===== src/rtl/adc_channel_scheduler_pkg.sv =====
// adc_channel_scheduler_pkg
// Shared definitions for the ADC channel scheduler: channel count, default
// timing limits and the sequencer state encoding.
package adc_channel_scheduler_pkg;

  localparam int NUM_CH             = 4;
  localparam int CH_W               = 2;
  localparam int DEF_TIMEOUT_CYCLES = 200;
  localparam int DEF_EOC_LOW_WAIT   = 8;

  typedef enum logic [2:0] {
    S_IDLE,
    S_SELECT,
    S_START,
    S_WAIT_LO,
    S_WAIT_HI,
    S_READ,
    S_LATCH
  } state_e;

endpackage


===== src/rtl/adc_rr_pick.sv =====
// adc_rr_pick
// Combinational round-robin picker: grants the first requesting channel after
// 'last', wrapping 3->0. 'last' itself is the lowest-priority candidate.
// Ports:
//   req     in  per-channel request
//   last    in  index of the most recently served channel
//   grant   out chosen channel (0 when nothing is requested)
//   any_req out at least one request is present
module adc_rr_pick
  import adc_channel_scheduler_pkg::*;
(
  input  logic [NUM_CH-1:0] req,
  input  logic [CH_W-1:0]   last,
  output logic [CH_W-1:0]   grant,
  output logic              any_req
);

  logic            found;
  logic [CH_W-1:0] idx;

  always_comb begin
    grant   = '0;
    found   = 1'b0;
    idx     = '0;
    any_req = |req;
    // i = NUM_CH wraps back onto 'last', so it is scanned last.
    for (int i = 1; i <= NUM_CH; i++) begin
      idx = last + CH_W'(i);
      if (!found && req[idx]) begin
        grant = idx;
        found = 1'b1;
      end
    end
  end

endmodule


===== src/rtl/adc_channel_scheduler.sv =====
// adc_channel_scheduler
// Scans up to four ADC channels round-robin, drives the converter control
// strobes, supervises EOC with timeouts and keeps one result register per
// channel with unread / overwrite / timeout flags.
// Ports:
//   count_clock, rst          clock, async active-low reset
//   chan_en[3:0]              channels to scan
//   eoc, adc_data[7:0]        converter status and data bus
//   rd_sel[1:0], rd_ack       readout select / acknowledge
//   err_clr                   clear sticky timeout flags
//   start, ale, oe            registered converter strobes
//   address[2:0]              registered converter mux address
//   rd_data[7:0]              result of channel rd_sel
//   data_valid, overrun, err  per-channel status flags
//   busy                      sequencer not idle
module adc_channel_scheduler
  import adc_channel_scheduler_pkg::*;
#(
  parameter int TIMEOUT_CYCLES = DEF_TIMEOUT_CYCLES,
  parameter int EOC_LOW_WAIT   = DEF_EOC_LOW_WAIT
) (
  input  logic              count_clock,
  input  logic              rst,
  input  logic [NUM_CH-1:0] chan_en,
  input  logic              eoc,
  input  logic [7:0]        adc_data,
  input  logic [CH_W-1:0]   rd_sel,
  input  logic              rd_ack,
  input  logic              err_clr,
  output logic              start,
  output logic              ale,
  output logic              oe,
  output logic [2:0]        address,
  output logic [7:0]        rd_data,
  output logic [NUM_CH-1:0] data_valid,
  output logic [NUM_CH-1:0] overrun,
  output logic [NUM_CH-1:0] err,
  output logic              busy
);

  localparam int              CNT_W  = $clog2(TIMEOUT_CYCLES + 1);
  localparam logic [CNT_W-1:0] TO_LIM  = CNT_W'(TIMEOUT_CYCLES);
  localparam logic [CNT_W-1:0] LOW_LIM = CNT_W'(EOC_LOW_WAIT);

  state_e                       state_q, state_d;
  logic [CH_W-1:0]              ch_q, ch_d;      // channel in service / last served
  logic [CNT_W-1:0]             cnt_q, cnt_d, cnt_inc;
  logic [CH_W-1:0]              addr_q, addr_d;
  logic                         start_q, start_d, ale_q, ale_d, oe_q, oe_d;
  logic [NUM_CH-1:0][7:0]       result_q, result_d;
  logic [NUM_CH-1:0]            dv_q, dv_d, ov_q, ov_d, err_q, err_d;

  logic [CH_W-1:0] grant;
  logic            any_req, arb, timeout, latch, ack_hit;

  adc_rr_pick u_pick (
    .req     (chan_en),
    .last    (ch_q),
    .grant   (grant),
    .any_req (any_req)
  );

  // Saturating increment: the counter never wraps past TIMEOUT_CYCLES.
  assign cnt_inc = (cnt_q == TO_LIM) ? cnt_q : cnt_q + 1'b1;

  always_comb begin
    state_d = state_q;
    ch_d    = ch_q;
    cnt_d   = cnt_q;
    arb     = 1'b0;
    timeout = 1'b0;
    case (state_q)
      S_IDLE:   arb = 1'b1;
      S_SELECT: state_d = S_START;
      S_START: begin
        state_d = S_WAIT_LO;
        cnt_d   = '0;
      end
      S_WAIT_LO: begin
        cnt_d = cnt_inc;
        // A fast converter may never show eoc low; give up waiting for it.
        if (!eoc || cnt_inc == LOW_LIM) begin
          state_d = S_WAIT_HI;
          cnt_d   = '0;
        end
      end
      S_WAIT_HI: begin
        cnt_d = cnt_inc;
        if (eoc) begin
          state_d = S_READ;
        end else if (cnt_inc == TO_LIM) begin
          timeout = 1'b1;
          arb     = 1'b1;
        end
      end
      S_READ:   state_d = S_LATCH;
      S_LATCH:  arb = 1'b1;
      default:  state_d = S_IDLE;
    endcase
    // Arbitration: chain straight into the next conversion when possible.
    if (arb) begin
      if (any_req) begin
        state_d = S_SELECT;
        ch_d    = grant;
      end else begin
        state_d = S_IDLE;
      end
    end
  end

  // Strobes are registered and decoded from the next state so they line up
  // with the state they belong to.
  always_comb begin
    start_d = (state_d == S_START);
    ale_d   = (state_d == S_SELECT) || (state_d == S_START);
    oe_d    = (state_d == S_READ) || (state_d == S_LATCH);
    addr_d  = (state_d == S_SELECT) ? ch_d : addr_q;
  end

  assign latch   = (state_q == S_LATCH);
  assign ack_hit = rd_ack && (rd_sel == ch_q);

  always_comb begin
    result_d = result_q;
    dv_d     = dv_q;
    ov_d     = ov_q;
    err_d    = err_q;
    if (rd_ack) begin
      dv_d[rd_sel] = 1'b0;
      ov_d[rd_sel] = 1'b0;
    end
    // The write is applied after the ack so it wins a same-cycle collision;
    // an acknowledged old value is not counted as an overwrite.
    if (latch) begin
      result_d[ch_q] = adc_data;
      dv_d[ch_q]     = 1'b1;
      if (dv_q[ch_q] && !ack_hit) ov_d[ch_q] = 1'b1;
    end
    if (err_clr) err_d = '0;
    if (timeout) err_d[ch_q] = 1'b1;
  end

  always_ff @(posedge count_clock or negedge rst) begin
    if (!rst) begin
      state_q  <= S_IDLE;
      ch_q     <= CH_W'(NUM_CH - 1);
      cnt_q    <= '0;
      addr_q   <= '0;
      start_q  <= 1'b0;
      ale_q    <= 1'b0;
      oe_q     <= 1'b0;
      result_q <= '0;
      dv_q     <= '0;
      ov_q     <= '0;
      err_q    <= '0;
    end else begin
      state_q  <= state_d;
      ch_q     <= ch_d;
      cnt_q    <= cnt_d;
      addr_q   <= addr_d;
      start_q  <= start_d;
      ale_q    <= ale_d;
      oe_q     <= oe_d;
      result_q <= result_d;
      dv_q     <= dv_d;
      ov_q     <= ov_d;
      err_q    <= err_d;
    end
  end

  assign start      = start_q;
  assign ale        = ale_q;
  assign oe         = oe_q;
  assign address    = {1'b0, addr_q};
  assign rd_data    = result_q[rd_sel];
  assign data_valid = dv_q;
  assign overrun    = ov_q;
  assign err        = err_q;
  assign busy       = (state_q != S_IDLE);

endmodule


===== config.mk =====
export PLATFORM = sky130hd
export DESIGN_NAME = adc_channel_scheduler
export DESIGN_NICKNAME = d
export VERILOG_FILES = /design/src/rtl/adc_channel_scheduler_pkg.sv /design/src/rtl/adc_rr_pick.sv /design/src/rtl/adc_channel_scheduler.sv
export SDC_FILE = /design/constraint.sdc
export NUM_CORES = 1
export LEC_CHECK = 0
export BUFFER_PORTS_ARGS = -buffer_cell sky130_fd_sc_hd__clkbuf_2
export CAP_MARGIN = 10
export CORE_MARGIN = 5
export CORE_UTILIZATION = 40
export DETAILED_ROUTE_END_ITERATION = 10
export PLACE_DENSITY = 0.56
export SYNTH_ARGS = -nofsm -noshare
export SYNTH_HDL_FRONTEND = slang
export SYNTH_HIERARCHICAL = 1
export SYNTH_SLANG_ARGS = --single-unit

===== constraint.sdc =====
create_clock -name count_clock -period 2.86 [get_ports count_clock]
set_clock_uncertainty 0.2 [all_clocks]
set_input_delay 0.429 -clock count_clock [delete_from_list [all_inputs] [get_ports count_clock]]
set_output_delay 0.429 -clock count_clock [all_outputs]
set_load 0.01 [all_outputs]

==> run_results.csv, run 1 <==
group,metric,value,unit
layout,final_nets,343,
floorplanning,rows,32,
setup_path,slowest_stage,"dfrtp_1",
min_path,hold_path_depth,2,
setup_path,path_buf_inv,0,
layout,final_layout_size_suffix_gt1_share,37.9,%
synthesis,syn_area_per_cell,11.7,sq um
synthesis,synth_common_cells,"dfrtp_1 (60), mux2_2 (33), nand2_1 (24), o21ai_0 (18), nor2_1 (12)",
setup_path,start_kind,"register",
routing,wl_per_cell,15.8,um
min_path,min_to,"err[0]",
setup_path,reg2reg_depth,7,
global_route,grt_max_degree,63,
placement,port_buffers,44,
power,power_leakage,1.71,nW
clock_tree,clock_path_buffers,2,
synthesis,synth.distinct_cells,53,
routing,vias_per_cell,5.25,
clock_tree,htree_levels,3,
timing,tightest_slew,0.559,ns
synthesis,ys_warn_count,6,
floorplanning,chipWidth,99.6,um
floorplanning,ioPinCount,46,
synthesis,syn_nets,296,
routing,vias,2254,
power,p_per_area,924,nW/um^2
timing,final-hold-violation-count,0,
timing,period_share,91.3,%
setup_path,cp_cell_sequence,"ha_1, nand3_1, xnor2_1, o2bb2ai_1, o2111ai_4, o22ai_4, mux2_4",
setup_path,crit_arrival,2.64,ns
synthesis,post_synth_inst_count,275,
setup_path,r2r-end,"addr_q[0]",
synthesis,synth.most_common_cell,"dfrtp_1",
setup_path,crit_fanout,11,
timing,finalSetupViolCount,0,
timing,tns,0,ns
clock_tree,clockRootBuffer,"clkbuf_8",
clock_tree,cts.clk_slew.worst_paths,0.07,ns
clock_tree,cts_hold_buf,1,
clock_tree,post_cts_resized,0,
layout,stdcell_area,3770,sq um
routing,wirelength,6770,um
global_route,grt_overflow,0,
floorplanning,core,7770,sq um
clock_tree,cts_sinks,62,
placement,gp_congestion,0.871,
synthesis,synth_area_leaders,"dfrtp_1 (47%), mux2_2 (12%), mux4_2 (6.3%), o21ai_0 (2.8%), nand2_1 (2.8%)",
timing,grt_setup_unrepaired,"false",
setup_path,r2r-start,"cnt_q[0]",
placement,dpl.hpwl,4630,um
min_path,min_path_type,"in -> reg",
clock_tree,cts-buffers-inserted,9,
power,ir_drop,0.400,mV
run,cap_violations,0,
setup_path,crit_path_end_kind,"register",
setup_path,rrSetupSlack,0.25,ns
global_route,grt_pass1_wl,11600,um
layout,num-fill-cells,724,
synthesis,ys_async_sr_fraction,100,%
routing,drt_iter0_markers,131,
setup_path,cp.required,2.89,ns
synthesis,ys_ff_latch,62,
floorplanning,die_h,99.6,um
floorplanning,die-area,9910,sq um
global_route,grt_pass1_vias,2266,
timing,slew_violations,0,
synthesis,yosysSeqAreaShare,48.4,%
power,total_power,0.00348,W
setup_path,critical_path_class,"reg -> reg",
setup_path,path_delay_family,"compound AO/OA/AOI/OAI gates",
min_path,holdCritStartpoint,"err_clr",
routing,dr.pass1.iters,4,
timing,fin_crit,2.61,ns
synthesis,syn_area,3210,sq um
setup_path,max_stage_delay,0.48,ns
status,status,"completed",
routing,drc,0,
global_route,antenna_found_initial,0,
clock_tree,clkLatencyLatePin,0.34,ns
layout,area_growth,17.6,%
synthesis,synth_ff_type,"dfrtp_1",
clock_tree,cts_tree,"yes",
routing,antenna_left,0,
global_route,grt_usage,14.8,%
synthesis,synth_edf_count,0,
clock_tree,postCtsSetupRepairBufs,0,
placement,dpl-instance-area,3530,sq um
layout,n_antenna_cell,0,
synthesis,synth_area_leader_cell,"dfrtp_1",
floorplanning,initial_core_util,41.3,%
synthesis,synth_top_area_share,46.8,%
timing,slew_headroom,62.6,%
timing,max_freq,0.383,GHz
-- worst reg2reg max path: stages, from the launching register on --
cell       delay, ns
dfrtp_1         0.48
ha_1            0.41
nand3_1         0.14
xnor2_1         0.16
o2bb2ai_1       0.32
o2111ai_4       0.18
o22ai_4         0.27
mux2_4          0.32
-- how the worst max path moves through the flow --
stage                end      from  slack (ns)  cells past startpoint
6_report       addr_q[0]  cnt_q[0]        0.25                      7
4_1_cts        addr_q[0]  cnt_q[0]        0.24                      7
3_3_place_gp   addr_q[1]  cnt_q[0]        0.33                      7
5_1_grt        addr_q[0]  cnt_q[0]        0.02                      7
2_1_floorplan  addr_q[0]  cnt_q[0]        0.43                      8
3_5_place_dp   addr_q[0]  cnt_q[0]        0.28                      7
-- power breakdown --
group / switching (W) / internal, W
sequential: 0.000254 / 0.00120
clock: 0.000372 / 0.000520
combinational: 0.000529 / 0.000611
-- final cells by class --
class                      instances  area [sq um]  area share [%]
clock inverter                     6          92.6            2.46
multi-input combinational        186          1520            40.4
tap                              102           128            3.38
sequential                        62          1550            41.2
inverter                          11          41.3            1.09
timing repair buffer              52           295            7.83
clock buffer                      10           138            3.65
-- registers in the layout (all words and copies together), names as in the netlist, 2 cells and up --
signal      cells
err             4
ch_q            2
overrun         4
data_valid      4
state_q         3
result_q       32
addr_q          2
cnt_q           8
-- cells by family (layout without fill, tap and decap cells) --
family | after synthesis | in the layout | synth area share, %
muxes | 48 | 48 | 20.4
DFF | 62 | 62 | 48.4
and+or+nand+nor | 82 | 82 | 14.0
buffers and inverters | 27 | 79 | 4.09
adders and majority gates | 2 | 2 | 0.780
xor gates and xnor gates | 5 | 5 | 1.36
other | 1 | 1 | 0.117
AOI/OAI and AO/OA | 48 | 48 | 10.8
-- routing by layer --
| layer | track usage [%] | part of all wire (%) | up-vias |
|---|---|---|---|
| met1 | 20.2 | 48 | 1103 |
| met3 | 4.21 | 4.7 | 10 |
| li1 | - | - | 1093 |
| met2 | 22.1 | 45 | 48 |
| met4 | 5.99 | 1.9 | 0 |
| met5 | 0 | 0 | - |
-- metrics by stage --
stage / hold slack [ns] / cells / utilization (%) / worst slack, ns
final: 0.131 / 429 / 48.6 / 0.247
after global routing: 0.146 / 429 / 48.6 / 0.0227
after global placement: 0.270 / 412 / 45.5 / 0.331
after CTS: 0.118 / 429 / 48.6 / 0.242
after detailed placement: 0.268 / 412 / 45.5 / 0.277
after floorplan: -0.0666 / 275 / - / 0.428
-- layout by cell type (no fill, tap or decap), drive strengths merged, types with 4 or more instances in the layout --
cell type and instances:
a21oi 7, buf 7, clkbuf 54, dfrtp 60, inv 13, mux2 37, mux4 9, nand2 24
nand2b 6, nand3 10, nand4 4, nor2 12, nor3 6, o21ai 18, xnor2 4
No activity file was read; power rests on OpenSTA's default activity.
==> run 2, diff against run 1 <==
--- a/config.mk
+++ b/config.mk
@@ -11,6 +11,8 @@
 export CORE_UTILIZATION = 40
 export DETAILED_ROUTE_END_ITERATION = 10
 export PLACE_DENSITY = 0.56
+export REMOVE_ABC_BUFFERS = 1
+export SLEW_MARGIN = 20
 export SYNTH_ARGS = -nofsm -noshare
 export SYNTH_HDL_FRONTEND = slang
 export SYNTH_HIERARCHICAL = 1
==> run_results.csv, run 2 (same netlist as run 1, synthesis figures left out) <==
group,metric,value,unit
timing,slew_violations,0,
clock_tree,cts_tree,"yes",
routing,met3_length,231,um
global_route,antenna_found_initial,0,
layout,regArea,1550,sq um
timing,grt_setup_unrepaired,"false",
setup_path,crit_path_end_kind,"register",
global_route,grt_pass1_wl,11100,um
timing,tightest_slew,0.569,ns
floorplanning,initial_core_util,41.3,%
clock_tree,clockRootBuffer,"clkbuf_8",
routing,vias,2234,
floorplanning,rows,32,
setup_path,critical_path_class,"reg -> reg",
power,p_per_area,914,nW/um^2
setup_path,rrSetupSlack,0.36,ns
routing,drc,0,
layout,stdcell_area,3760,sq um
layout,multi_input_area,1520,sq um
timing,period_share,87.3,%
routing,wl_per_cell,15.4,um
layout,final_nets,343,
clock_tree,clkLatencyLatePin,0.33,ns
routing,met2_wirelength,3080,um
layout,regMostFlops,"result_q",
layout,area_growth,17.3,%
routing,antenna_left,0,
layout,final_layout_size_suffix_gt1_share,37.9,%
power,pwr-share-seq,42.1,%
power,combPwrFrac,32.9,%
layout,num-fill-cells,728,
status,status,"completed",
setup_path,crit_fanout,9,
clock_tree,cts-buffers-inserted,9,
power,ir_drop,0.456,mV
layout,reg.largest.list,"result_q: 32 flops, cnt_q: 8 flops",
run,cap_violations,0,
layout,n_antenna_cell,0,
setup_path,cp.required,2.87,ns
min_path,min_path_type,"in -> reg",
power,intPower,0.00232,W
layout,final_cell_mix,"dfrtp_1 (60), clkbuf_2 (44), mux2_2 (33), nand2_1 (24), o21ai_0 (18)",
power,power_leakage,1.71,nW
setup_path,start_kind,"register",
setup_path,crit_arrival,2.51,ns
routing,drt-met1-wl,3230,um
clock_tree,cts.clk_slew.worst_paths,0.07,ns
routing,top_layer,"met4",
floorplanning,ioPinCount,46,
timing,fin_crit,2.50,ns
floorplanning,core,7770,sq um
routing,dr.pass1.iters,4,
power,p_sw_share,32.6,%
timing,finalSetupViolCount,0,
placement,dpl.hpwl,4700,um
floorplanning,die-area,9910,sq um
clock_tree,clock_path_buffers,2,
layout,largest_reg_flops,32,
global_route,grt_pass1_vias,2254,
placement,gp_congestion,0.826,
timing,final-hold-violation-count,0,
power,switching_power,0.00112,W
floorplanning,chipWidth,99.6,um
floorplanning,die_h,99.6,um
timing,max_freq,0.400,GHz
clock_tree,cts_sinks,62,
clock_tree,postCtsSetupRepairBufs,0,
global_route,grt_usage,14.2,%
timing,slew_headroom,62.1,%
placement,dpl-instance-area,3530,sq um
timing,tns,0,ns
power,clkPwrFrac,24.9,%
global_route,grt_max_degree,43,
layout,mostFrequentLayoutCell,"dfrtp_1",
routing,vias_per_cell,5.21,
clock_tree,htree_levels,3,
clock_tree,post_cts_resized,0,
timing,whs,0.158,ns
placement,port_buffers,44,
routing,drt_iter0_markers,55,
global_route,grt_overflow,0,
routing,wirelength,6590,um
-- run 2: through the flow --
stage | util, % | total power (W) | worst slack [ns] | cells
global placement | 45.5 | 0.00259 | 0.399 | 412
CTS | 48.5 | 0.00349 | 0.344 | 429
floorplan | - | 0.00222 | 0.448 | 259
detailed placement | 45.5 | 0.00262 | 0.352 | 412
global route | 48.5 | 0.00368 | 0.174 | 429
finish | 48.5 | 0.00344 | 0.362 | 429
-- run 2: path summary, 6_finish.rpt --
check | from | endpoint | cells after the start
worst max-delay path | cnt_q[0] | addr_q[1] | 7
max in group asynchronous | rst | cnt_q[3] | 3
min in group asynchronous | rst | data_valid[0] | 2
worst max register to register | cnt_q[0] | addr_q[1] | 7
worst min register to register | overrun[3] | overrun[3] | 2
worst min-delay path | err_clr | err[1] | 2
-- run 2: per-layer routing --
metal  global-route usage [%]  vias up
li1                         -     1104
met1                     19.4     1091
met3                     2.59        6
met4                     5.36        0
met5                        0        -
met2                     22.4       33
-- run 2: repair_timing --
| action | 4_1_cts | 5_1_grt |
|---|---|---|
| hold buffers | 1 | 0 |
| hold endpoints to repair | 18 | 0 |
| endpoints found under the setup margin | 0 | 0 |
-- run 2: worst max-delay path, cell delays in order (launching register included) --
cell	delay (ns)
dfrtp_1	0.47
ha_1	0.28
xnor2_1	0.14
o211ai_1	0.10
o2bb2ai_1	0.32
o2111ai_4	0.25
o22ai_4	0.30
mux2_4	0.33
-- run 2: area by class of cell --
type | count | area share (%)
Clock inverter | 6 | 2.26
Tap cell | 102 | 3.39
Inverter | 11 | 1.10
Sequential cell | 62 | 41.3
Timing Repair Buffer | 52 | 7.85
Multi-Input combinational cell | 186 | 40.5
Clock buffer | 10 | 3.66
-- run 2: power by group through the flow --
stage          sequential, W  combinational (W)  clock, W
2_1_floorplan        0.00144           0.000784         0
3_3_place_gp         0.00146            0.00113         0
3_5_place_dp         0.00147            0.00115         0
4_1_cts              0.00145            0.00116  0.000886
5_1_grt              0.00149            0.00126  0.000923
6_report             0.00145            0.00113  0.000858
==> run 3, diff against run 2 <==
==> constraint.sdc (replaced) <==
create_clock -name count_clock -period 2.7 [get_ports count_clock]
set_clock_uncertainty 0.2 [all_clocks]
set_input_delay 0.405 -clock count_clock [delete_from_list [all_inputs] [get_ports count_clock]]
set_output_delay 0.405 -clock count_clock [all_outputs]
set_load 0.01 [all_outputs]
==> run_results.csv, run 3 (same netlist as run 1, synthesis figures left out) <==
group,metric,value,unit
status,status,"completed",
global_route,grt_usage,15.2,%
global_route,grt_max_degree,24,
floorplanning,ioPinCount,46,
clock_tree,postCtsSetupRepairBufs,0,
timing,max_freq,0.407,GHz
setup_path,slowest_stage,"a31oi_1",
floorplanning,die-area,9910,sq um
layout,reg.largest.list,"result_q: 32 flops, cnt_q: 8 flops",
setup_path,crit_fanout,8,
routing,drt_iter0_markers,73,
clock_tree,cts-buffers-inserted,9,
setup_path,cp-startpoint,"cnt_q[0]",
power,ir_drop,0.510,mV
setup_path,cp_cell_sequence,"buf_4, inv_1, ha_1, nand3b_1, nor2_1, o2bb2ai_1, nand3_1, a31oi_1, nor4_1",
power,p_sw_share,34.3,%
setup_path,crit_arrival,2.45,ns
setup_path,r2r-start,"cnt_q[0]",
routing,vias,2341,
placement,gp_congestion,0.775,
clock_tree,clockRootBuffer,"clkbuf_8",
layout,area_growth,16.7,%
timing,slew_headroom,58.5,%
power,power_leakage,1.71,nW
power,pwr-share-seq,43.5,%
setup_path,crit_path_end_kind,"register",
layout,n_antenna_cell,0,
routing,wirelength,6940,um
layout,final_layout_size_suffix_gt1_share,38.6,%
timing,slew_violations,0,
timing,period_share,91.0,%
placement,port_buffers,44,
layout,mostFrequentLayoutCell,"dfrtp_1",
routing,drc,0,
global_route,antenna_found_initial,0,
clock_tree,htree_levels,3,
routing,dr.pass1.iters,4,
clock_tree,cts_tree,"yes",
global_route,grt_pass1_vias,2419,
routing,vias_per_cell,5.43,
power,intPower,0.00235,W
clock_tree,cts.clk_slew.worst_paths,0.07,ns
timing,tightest_slew,0.623,ns
floorplanning,rows,32,
layout,regMostFlops,"result_q",
routing,wl_per_cell,16.1,um
clock_tree,clkLatencyLatePin,0.33,ns
timing,finalSetupViolCount,0,
floorplanning,initial_core_util,41.3,%
run,cap_violations,0,
min_path,holdCritStartpoint,"err_clr",
timing,tns,0,ns
clock_tree,cts_sinks,62,
global_route,grt_overflow,0,
placement,dpl.hpwl,4970,um
setup_path,rrSetupSlack,0.24,ns
clock_tree,clock_path_buffers,2,
setup_path,path_buf_inv,2,
setup_path,start_kind,"register",
power,combPwrFrac,33.7,%
setup_path,max_stage_delay,0.43,ns
timing,whs,0.118,ns
floorplanning,die_h,99.6,um
setup_path,critical_path_class,"reg -> reg",
layout,final_cell_mix,"dfrtp_1 (60), clkbuf_2 (44), mux2_2 (33), nand2_1 (24), o21ai_0 (18)",
power,p_per_area,955,nW/um^2
power,switching_power,0.00123,W
setup_path,cp.required,2.69,ns
floorplanning,core,7770,sq um
min_path,min_path_type,"in -> reg",
routing,antenna_left,0,
floorplanning,chipWidth,99.6,um
setup_path,path_delay_family,"compound AO/OA/AOI/OAI gates",
layout,largest_reg_flops,32,
global_route,grt_pass1_wl,12100,um
timing,final-hold-violation-count,0,
timing,grt_setup_unrepaired,"false",
power,clkPwrFrac,22.8,%
timing,fin_crit,2.46,ns
layout,final_nets,345,
[run 3: cell count changes in the layout (fill, tap and decap cells not counted), sizes merged]
| cell | previous run | this run |
|---|---|---|
| buf | 7 | 9 |
| clkbuf | 54 | 53 |
| bufinv | 2 | 1 |
| inv | 11 | 12 |
| clkinvlp | 2 | 1 |
| clkinv | 2 | 4 |
[run 3: timing repair]
item	CTS	global route
endpoints found under the setup margin	0	8
gates resized for setup	0	1
hold buffers	1	0
endpoints found under the hold margin	21	0
[run 3: metrics by stage]
step                      instance area [sq um]  setup slack [ns]  std cells  utilization, %  power, W
final                                      3740             0.243        431            48.2   0.00358
after global routing                       3740            0.0504        431            48.2   0.00382
after CTS                                  3740             0.162        431            48.2   0.00362
after detailed placement                   3530             0.170        414            45.5   0.00279
after global placement                     3530             0.283        414            45.5   0.00276
after floorplan                            3120             0.288        259               -   0.00236
[run 3: final timing paths]
path | depth (start not counted) | end
min reg2reg | 2 | overrun[3]
max | 9 | cnt_q[5]
max in group asynchronous | 3 | ch_q[1]
min in group asynchronous | 2 | result_q[1]
min | 2 | err[1]
max reg2reg | 9 | cnt_q[5]
[run 3: metal layers]
metal / part of all wire (%) / routed length, um / track usage, %
met5: 0 / 0 / 0
met4: 1.1 / 79 / 5.15
met3: 3.9 / 269 / 3.86
met2: 49 / 3420 / 24.0
met1: 46 / 3170 / 20.4
[run 3: area by class of cell]
| type | count | area [sq um] |
|---|---|---|
| Clock buffer | 9 | 124 |
| Clock inverter | 7 | 73.8 |
| Fill cell | 732 | 4020 |
| Inverter | 11 | 41.3 |
| Multi-Input combinational cell | 186 | 1530 |
| Sequential cell | 62 | 1550 |
| Tap cell | 102 | 128 |
| Timing Repair Buffer | 54 | 298 |
[run 3: power by group through the flow]
stage	combinational (W)	clock (W)	sequential, W
2_1_floorplan	0.000830	0	0.00153
3_3_place_gp	0.00120	0	0.00156
3_5_place_dp	0.00122	0	0.00157
4_1_cts	0.00122	0.000844	0.00156
5_1_grt	0.00133	0.000882	0.00160
6_report	0.00121	0.000816	0.00155
